$ cat src/rtl/aidan_mcnay_feeder_pkg.sv
// Shared definitions for the prime feeder: FSM encoding and timing defaults.
package aidan_mcnay_feeder_pkg;

  localparam int HALF_PERIOD_DEF  = 16;
  localparam int READY_CYCLES_DEF = 4;

  // Nine states are needed, so the encoding is one bit wider than eight would allow.
  typedef enum logic [3:0] {
    S_IDLE,
    S_SETUP,
    S_SHIFT_LO,
    S_SHIFT_HI,
    S_RELEASE,
    S_READY,
    S_WAIT_DONE,
    S_NEXT,
    S_FINISH
  } state_t;

  function automatic int max2(input int a, input int b);
    return (a > b) ? a : b;
  endfunction

endpackage

$ cat src/rtl/aidan_mcnay_piso.sv
// Parallel-load, MSB-first shift register; the transmit-side twin of the detector's SIPO.
module aidan_mcnay_piso #(
  parameter int nbits = 32
) (
  input  logic             clk,
  input  logic             reset,
  input  logic             load,
  input  logic             shift,
  input  logic [nbits-1:0] data,
  output logic             serial
);

  logic [nbits-1:0] sr;

  // Load wins over shift; shifting moves the next bit into the MSB slot.
  always_ff @(posedge clk) begin
    if (reset)      sr <= '0;
    else if (load)  sr <= data;
    else if (shift) sr <= sr << 1;
  end

  assign serial = sr[nbits-1];

endmodule

$ cat src/rtl/aidan_mcnay_prime_feeder.sv
// Stimulus stage that serially feeds consecutive candidates to the prime
// detector and tallies the verdicts it returns.
module aidan_mcnay_prime_feeder
  import aidan_mcnay_feeder_pkg::*;
#(
  parameter int nbits        = 32,
  parameter int HALF_PERIOD  = HALF_PERIOD_DEF,
  parameter int READY_CYCLES = READY_CYCLES_DEF
) (
  input  logic             clk,
  input  logic             reset,
  input  logic             start,
  input  logic [nbits-1:0] base,
  input  logic [7:0]       num,
  output logic             sdi,
  output logic             sclk,
  output logic             cs,
  output logic             ready,
  input  logic             done,
  input  logic             is_prime,
  output logic             busy,
  output logic             finished,
  output logic [7:0]       prime_count,
  output logic [nbits-1:0] last_prime
);

  localparam int PW = (max2(HALF_PERIOD, READY_CYCLES) > 1) ?
                      $clog2(max2(HALF_PERIOD, READY_CYCLES)) : 1;
  localparam int BW = (nbits > 1) ? $clog2(nbits) : 1;

  localparam logic [PW-1:0] HP_LAST  = PW'(HALF_PERIOD - 1);
  localparam logic [PW-1:0] RC_LAST  = PW'(READY_CYCLES - 1);
  localparam logic [BW-1:0] BIT_LAST = BW'(nbits - 1);

  state_t           state, next_state;
  logic [PW-1:0]    phase;
  logic [BW-1:0]    bit_idx;
  logic [nbits-1:0] cand;
  logic [7:0]       remaining;
  logic             piso_load, piso_shift, piso_bit;

  aidan_mcnay_piso #(.nbits(nbits)) u_piso (
    .clk    (clk),
    .reset  (reset),
    .load   (piso_load),
    .shift  (piso_shift),
    .data   (cand),
    .serial (piso_bit)
  );

  // Next-state logic; the PISO is shifted as SHIFT_LO ends, after sdi has
  // already captured the current bit, so the next bit is ready for the next low phase.
  always_comb begin
    next_state = state;
    piso_load  = 1'b0;
    piso_shift = 1'b0;
    case (state)
      S_IDLE:      if (start) next_state = (num == 8'd0) ? S_FINISH : S_SETUP;
      S_SETUP: begin
        piso_load = 1'b1;
        if (phase == HP_LAST) next_state = S_SHIFT_LO;
      end
      S_SHIFT_LO:  if (phase == HP_LAST) begin
        next_state = S_SHIFT_HI;
        piso_shift = 1'b1;
      end
      S_SHIFT_HI:  if (phase == HP_LAST)
                     next_state = (bit_idx == BIT_LAST) ? S_RELEASE : S_SHIFT_LO;
      S_RELEASE:   if (phase == HP_LAST) next_state = S_READY;
      S_READY:     if (phase == RC_LAST) next_state = S_WAIT_DONE;
      S_WAIT_DONE: if (done) next_state = S_NEXT;
      S_NEXT:      next_state = (remaining == 8'd1) ? S_FINISH : S_SETUP;
      S_FINISH:    next_state = S_IDLE;
      default:     next_state = S_IDLE;
    endcase
  end

  // State register plus phase and bit counters; phase restarts on every state change.
  always_ff @(posedge clk) begin
    if (reset) begin
      state   <= S_IDLE;
      phase   <= '0;
      bit_idx <= '0;
    end else begin
      state <= next_state;
      phase <= (next_state != state) ? '0 : phase + PW'(1);
      if (state == S_SETUP)
        bit_idx <= '0;
      else if (state == S_SHIFT_HI && next_state != S_SHIFT_HI)
        bit_idx <= bit_idx + BW'(1);
    end
  end

  // Run datapath: candidate, remaining count and the prime tally.
  always_ff @(posedge clk) begin
    if (reset) begin
      cand        <= '0;
      remaining   <= '0;
      prime_count <= '0;
      last_prime  <= '0;
    end else begin
      if (state == S_IDLE && start) begin
        cand        <= base;
        remaining   <= num;
        prime_count <= '0;
      end
      // Only one WAIT_DONE cycle can see done, so a level held high counts once.
      if (state == S_WAIT_DONE && done && is_prime) begin
        if (prime_count != 8'hFF) prime_count <= prime_count + 8'd1;
        last_prime <= cand;
      end
      if (state == S_NEXT) begin
        cand      <= cand + nbits'(1);
        remaining <= remaining - 8'd1;
      end
    end
  end

  // Registered outputs derived from the upcoming state so they line up with state entry.
  always_ff @(posedge clk) begin
    if (reset) begin
      sdi      <= 1'b0;
      sclk     <= 1'b0;
      cs       <= 1'b1;
      ready    <= 1'b0;
      busy     <= 1'b0;
      finished <= 1'b0;
    end else begin
      if (next_state == S_SHIFT_LO && state != S_SHIFT_LO) sdi <= piso_bit;
      sclk     <= (next_state == S_SHIFT_HI);
      cs       <= !(next_state inside {S_SETUP, S_SHIFT_LO, S_SHIFT_HI});
      ready    <= (next_state == S_READY);
      busy     <= (next_state != S_IDLE);
      finished <= (state == S_FINISH);
    end
  end

endmodule

$ cat config.mk
export PLATFORM = sky130hd
export DESIGN_NAME = aidan_mcnay_prime_feeder
export DESIGN_NICKNAME = d
export VERILOG_FILES = /design/src/rtl/aidan_mcnay_feeder_pkg.sv /design/src/rtl/aidan_mcnay_piso.sv /design/src/rtl/aidan_mcnay_prime_feeder.sv
export SDC_FILE = /design/constraint.sdc
export NUM_CORES = 1
export LEC_CHECK = 0
export CAP_MARGIN = 10
export CORE_ASPECT_RATIO = 1.4
export CORE_MARGIN = 2
export CORE_UTILIZATION = 59
export CTS_CLUSTER_SIZE = 8
export DETAILED_ROUTE_END_ITERATION = 16
export PLACE_DENSITY_LB_ADDON = 0.15
export SYNTH_ARGS = -nofsm -noshare
export SYNTH_HDL_FRONTEND = slang
export SYNTH_SLANG_ARGS = --single-unit
$ cat constraint.sdc
create_clock -name clk -period 4.55 [get_ports clk]
set_clock_uncertainty 0.05 [all_clocks]
set_input_delay 0.91 -clock clk [delete_from_list [all_inputs] [get_ports clk]]
set_output_delay 0.91 -clock clk [all_outputs]
set_load 0.05 [all_outputs]
# [After elaboration in Yosys (flattened, before gate mapping)]
# Index checks and enable logic that the tools add are counted.
[word_totals] regBits=131 elab_cells=76 input_bits=45
[op_classes] n_mux=23 n_eq_ne=20 addsub=5 n_reduce_logical=14
[ops] cell="two-way mux 32 bit" n=4
[ops] cell="two-way mux 8 bit" n=5
[ops] cell="two-way mux 4 bit" n=9
[ops] cell="adder 32 x 1 -> 32 bit (second input constant)" n=1
[ops] cell="one-hot mux 4 bit (8 select lines)" n=1
[ops] cell="equality test 4 x 2 -> 1 bit (second input constant)" n=5
[ops] cell="equality test 4 x 3 -> 1 bit (second input constant)" n=5
[ops] cell="adder 8 x 1 -> 8 bit (second input constant)" n=1
[ops] cell="equality test 4 x 1 -> 1 bit (second input constant)" n=2
[ops] cell="equality test 4 bit (second input constant)" n=2
[ops] cell="equality test 8 x 1 -> 1 bit (second input constant)" n=1
[ops] cell="logical NOT 8 bit" n=1
[ops] cell="inequality test 4 x 2 -> 1 bit (second input constant)" n=2
[ops] cell="inequality test 8 bit (second input constant)" n=1
[ops] cell="subtractor 8 x 1 -> 8 bit (second input constant)" n=1
[ops] cell="adder 5 x 1 -> 5 bit (second input constant)" n=1
[ops] cell="equality test 5 bit (second input constant)" n=1
[ops] cell="logical AND 1 bit" n=5
[ops] cell="adder 4 x 1 -> 4 bit (second input constant)" n=1
[ops] cell="logical NOT 4 bit" n=1
[ops] cell="inequality test 4 bit" n=1
[ops] cell="nonzero test 2 bit" n=2
[ops] cell="nonzero test 4 bit" n=1
[ops] cell="OR reduction 2 bit" n=2
[ops] cell="other kinds (4)" n=6

# [Depth between registers and ports, before layout]
[depth] depth_word=7 depth_mapped=8 ltp_nobuf=8

# [Hierarchy]
# A second synthesis with hierarchy kept.
[unflattened] hier_cells=744 hier_area_um2=6468.7
[modules_own_cells] mod="aidan_mcnay_prime_feeder" cells_per_inst=602 seq_area_each_um2=1981.9 instances=1 area_each_um2=4807.1
[modules_own_cells] mod="aidan_mcnay_piso" cells_per_inst=142 seq_area_each_um2=640.6 instances=1 area_each_um2=1661.6

# [Least setup slack after synthesis]
# No wires, ideal clock.
[synth_path] path_type="input-to-reg" startpoint="input num[4]" endpoint="register phase[0]" arrival_time_ns=2.428 setup_ns=0.121 required_time_ns=4.379 n_path_buf=1 path_slack_ns=1.950 path_stages=6 path_cell_list="or4_1 > o211ai_1 > o311a_1 > and2_1 > buf_4 > mux2_4"
[synth_between] elab_chain_cells=6
[synth_lines] item="from (decl)" line_no="aidan_mcnay_prime_feeder.sv:14" rtl="input logic [7:0] num,"
[synth_lines] item="logical NOT 8 bit" line_no="aidan_mcnay_prime_feeder.sv:58" rtl="S_IDLE: if (start) next_state = (num == 8'd0) ? S_FINISH : S_SETUP;"
[synth_lines] item="two-way mux 4 bit (2 in a row)" line_no="aidan_mcnay_prime_feeder.sv:58"
[synth_lines] item="one-hot mux 4 bit (8 select lines)" line_no="aidan_mcnay_prime_feeder.sv:57" rtl="case (state)"
[synth_lines] item="inequality test 4 bit" line_no="aidan_mcnay_prime_feeder.sv:86" rtl="phase <= (next_state != state) ? '0 : phase + PW'(1);"
[synth_lines] item="OR reduction 2 bit (no line)"
[synth_lines] item="to (signal assigned)" line_no="aidan_mcnay_prime_feeder.sv:86"
[synth_lines] item="to (decl)" line_no="aidan_mcnay_prime_feeder.sv:36" rtl="logic [PW-1:0] phase;"
# No other way between the ends.
# A chain may end at the register's enable or synchronous reset.

# [Worst setup path in the final report]
[layout_path] startpoint="input num[0]" endpoint="register phase[0]"
# Same word-level chain as after synthesis.

==> impl_metrics.csv <==
group,metric,value,unit
sta,period_minus_slack,2.82,ns
placed_design,hpwl,11.0,mm
synthesis,synthesis.area,6410,sq um
grt,grt_pass1_vias,5916,
grt,grt_max_degree,79,
die,ios,91,
clocking,cts.reportedPaths.clkPinSlew,0.05,ns
grt,grt_usage,28.8,%
synthesis,ys_types,68,
synthesis,synth_edf_count,0,
clocking,cts.path.max_buffers,2,
clocking,clock_sinks,131,
sta,setup_ws,1.73,ns
sta,fmax,0.354,GHz
sta,post-route-period-util,62.1,%
finish,register_area,2620,sq um
placed_design,portBuffers,90,
clocking,post_cts_resized,0,
synthesis,synthXorXnorAreaFrac,0.820,%
flow_run,drv_cap,0,
finish,antennaDiodeCount,0,
pwr,design_power_total,2950,uW
synthesis,netlist_instances,765,
synthesis,ys_warn_count,0,
worst_hold_path,hold_path_class,"reg -> reg",
setup_path,crit_path_start_kind,"primary input",
synthesis,synth_compound_area_share,18.2,%
synthesis,synthFlopType,"dfxtp_1",
routing,ant_nets,0,
clocking,numCtsBuffers,17,
routing,wl,16.6,mm
routing,drtPass1Iterations,6,
synthesis,synth-simple-area-share,26.7,%
placed_design,post-place-ws,1.27,ns
die,core_area,10700,sq um
setup_path,crit_path_end_kind,"flop",
synthesis,yosysSeqAreaShare,40.9,%
clocking,cts_tree,"built",
clocking,cts_max_level,4,
die,chipWidth,92.1,microns
setup_path,required,4.80,ns
synthesis,synthMuxAreaShare,6.33,%
routing,via_count,6019,
clocking,clk_latency,0.41,ns
routing,vias_per_cell,6.17,
synthesis,synth_area_per_cell,8.37,sq um
synthesis,ys_ff_latch,131,
finish,final_nets,874,
routing,wl_per_cell,17.0,microns
synthesis,async_reset_ff_share,0,%
die,dieArea,11700,sq um
pwr,leakage,0.00295,uW
finish,final_layout_size_suffix_gt1_share,7.66,%
placed_design,gp_congestion,0.936,
clocking,post_cts_buffers,0,
die,fp-row-count,45,
sta,slew_viol_final,0,
sta,max_slew_margin,23.5,%
setup_path,crit_path_max_fanout,6,
sta,finalSetupViolCount,0,
die,die_h,127,microns
synthesis,synth_top_family_by_area,"simple AND/OR/NAND/NOR gates",
sta,rsz0062_at_grt,"false",
grt,grt_overflow,0,
clocking,cts_hold_buf,0,
finish,multiInputGateArea,3430,sq um
finish,fillCellCount,830,
pwr,ir_drop,0.299,mV
sta,tns,0,ns
pwr,power_density,377,nW/um^2
routing,drtIter0Drc,368,
finish,area_growth,22.1,%
synthesis,syn_nets,817,
sta,worst_pin_slew,1.14,ns
finish,layout_common_cells,"dfxtp_1, nand2_1, clkdlybuf4s50_1",
finish,final_common_cell,"dfxtp_1",
die,start_util,59.9,%
outcome,status,"complete, no violations",
synthesis,synthAdderAreaFrac,1.37,%
setup_path,cp_data_arrival_time,3.08,ns
grt,grt_pass1_wl,27.5,mm
sta,hold_violations,0,
setup_path,crit_type,"in -> reg",
routing,drc_errors,0,
clocking,clockRootBuffer,"clkbuf_16",
grt,antenna_found_initial,0,
routing by layer:
metal | vias to the layer above | GRT usage (%) | routed length (microns)
met2 | 212 | 50.1 | 8450
li1 | 2899 | - | -
met4 | 0 | 13.9 | 562
met5 | - | 0 | 0
met3 | 40 | 5.72 | 809
met1 | 2868 | 33.7 | 6810
final cells by class:
| type | count | area share (%) |
|---|---|---|
| clock buffers | 22 | 5.94 |
| clock inverters | 10 | 1.98 |
| inverters | 11 | 0.528 |
| multi-input cells | 566 | 43.8 |
| flip-flops and latches | 131 | 33.5 |
| well taps | 141 | 2.26 |
| repair buffers | 95 | 12.0 |
cells in the mapped netlist (5+ instances only):
library cell    n  area share, %
a211oi_1       33            3.9
a21oi_1        65            5.1
a31oi_1        22            2.1
and3_1          8           0.78
buf_2          12           0.94
buf_4           5           0.59
clkbuf_1       29            1.7
dfxtp_1       131             41
ha_1            7            1.4
inv_1          11           0.64
mux2i_1        36            5.6
nand2_1       112            6.6
nand2b_1        5           0.49
nand3_1        26            2.0
nand3b_1        5           0.59
nand4_1        14            1.4
nor2_1         81            4.7
nor3_1         17            1.3
nor3b_1         5           0.59
nor4_1         14            1.4
o211ai_1        6           0.70
o21ai_0        18            1.4
or3_1          12            1.2
or4_1           7           0.82
logic make-up after synthesis:
family / after synthesis
simple gates: 333
compound gates: 181
flops: 131
buf+inv: 68
mux: 39
fa+ha+maj: 7
xor+xnor: 6
where the power goes:
part	switching, uW	leakage (uW)	total, uW	internal, uW
clock	488	0.000300	1430	941
sequential	65.8	0.00107	1270	1200
combinational	141	0.00158	252	111
worst max-delay path: stages:
cell and delay, ns:
clkdlybuf4s50_1 0.43, or4_1 0.64, o211ai_1 0.21, o311a_1 0.23, and2_1 0.33, mux2_4 0.33
registers in the layout, summed over array words and instances (netlist names), 4 cells and up:
name,flops
state,4
bit_idx,5
prime_count,8
last_prime,32
remaining,8
u_piso.sr,32
phase,4
cand,32
per-stage QoR:
stage	instances	hold WS [ns]	util, %	cell area, sq um
after global placement	944	0.392	67.3	7200
after detailed placement	944	0.397	67.3	7200
after CTS	976	0.404	73.1	7820
after global routing	976	0.429	73.1	7820
after floorplan	765	0.388	-	6410
final	976	0.402	73.1	7820
final timing paths:
check                         startpoint                          end  slack, ns  depth (start not counted)
max                               num[0]          phase[0]$_SDFF_PP0_       1.73                          6
min          last_prime[13]$_SDFFE_PP0P_  last_prime[13]$_SDFFE_PP0P_       0.40                          2
max reg2reg          state[2]$_SDFF_PP0_    prime_count[1]$_SDFF_PP0_       1.91                          5
min reg2reg  last_prime[13]$_SDFFE_PP0P_  last_prime[13]$_SDFFE_PP0P_       0.40                          2
No activity file was read; power rests on OpenSTA's default activity.
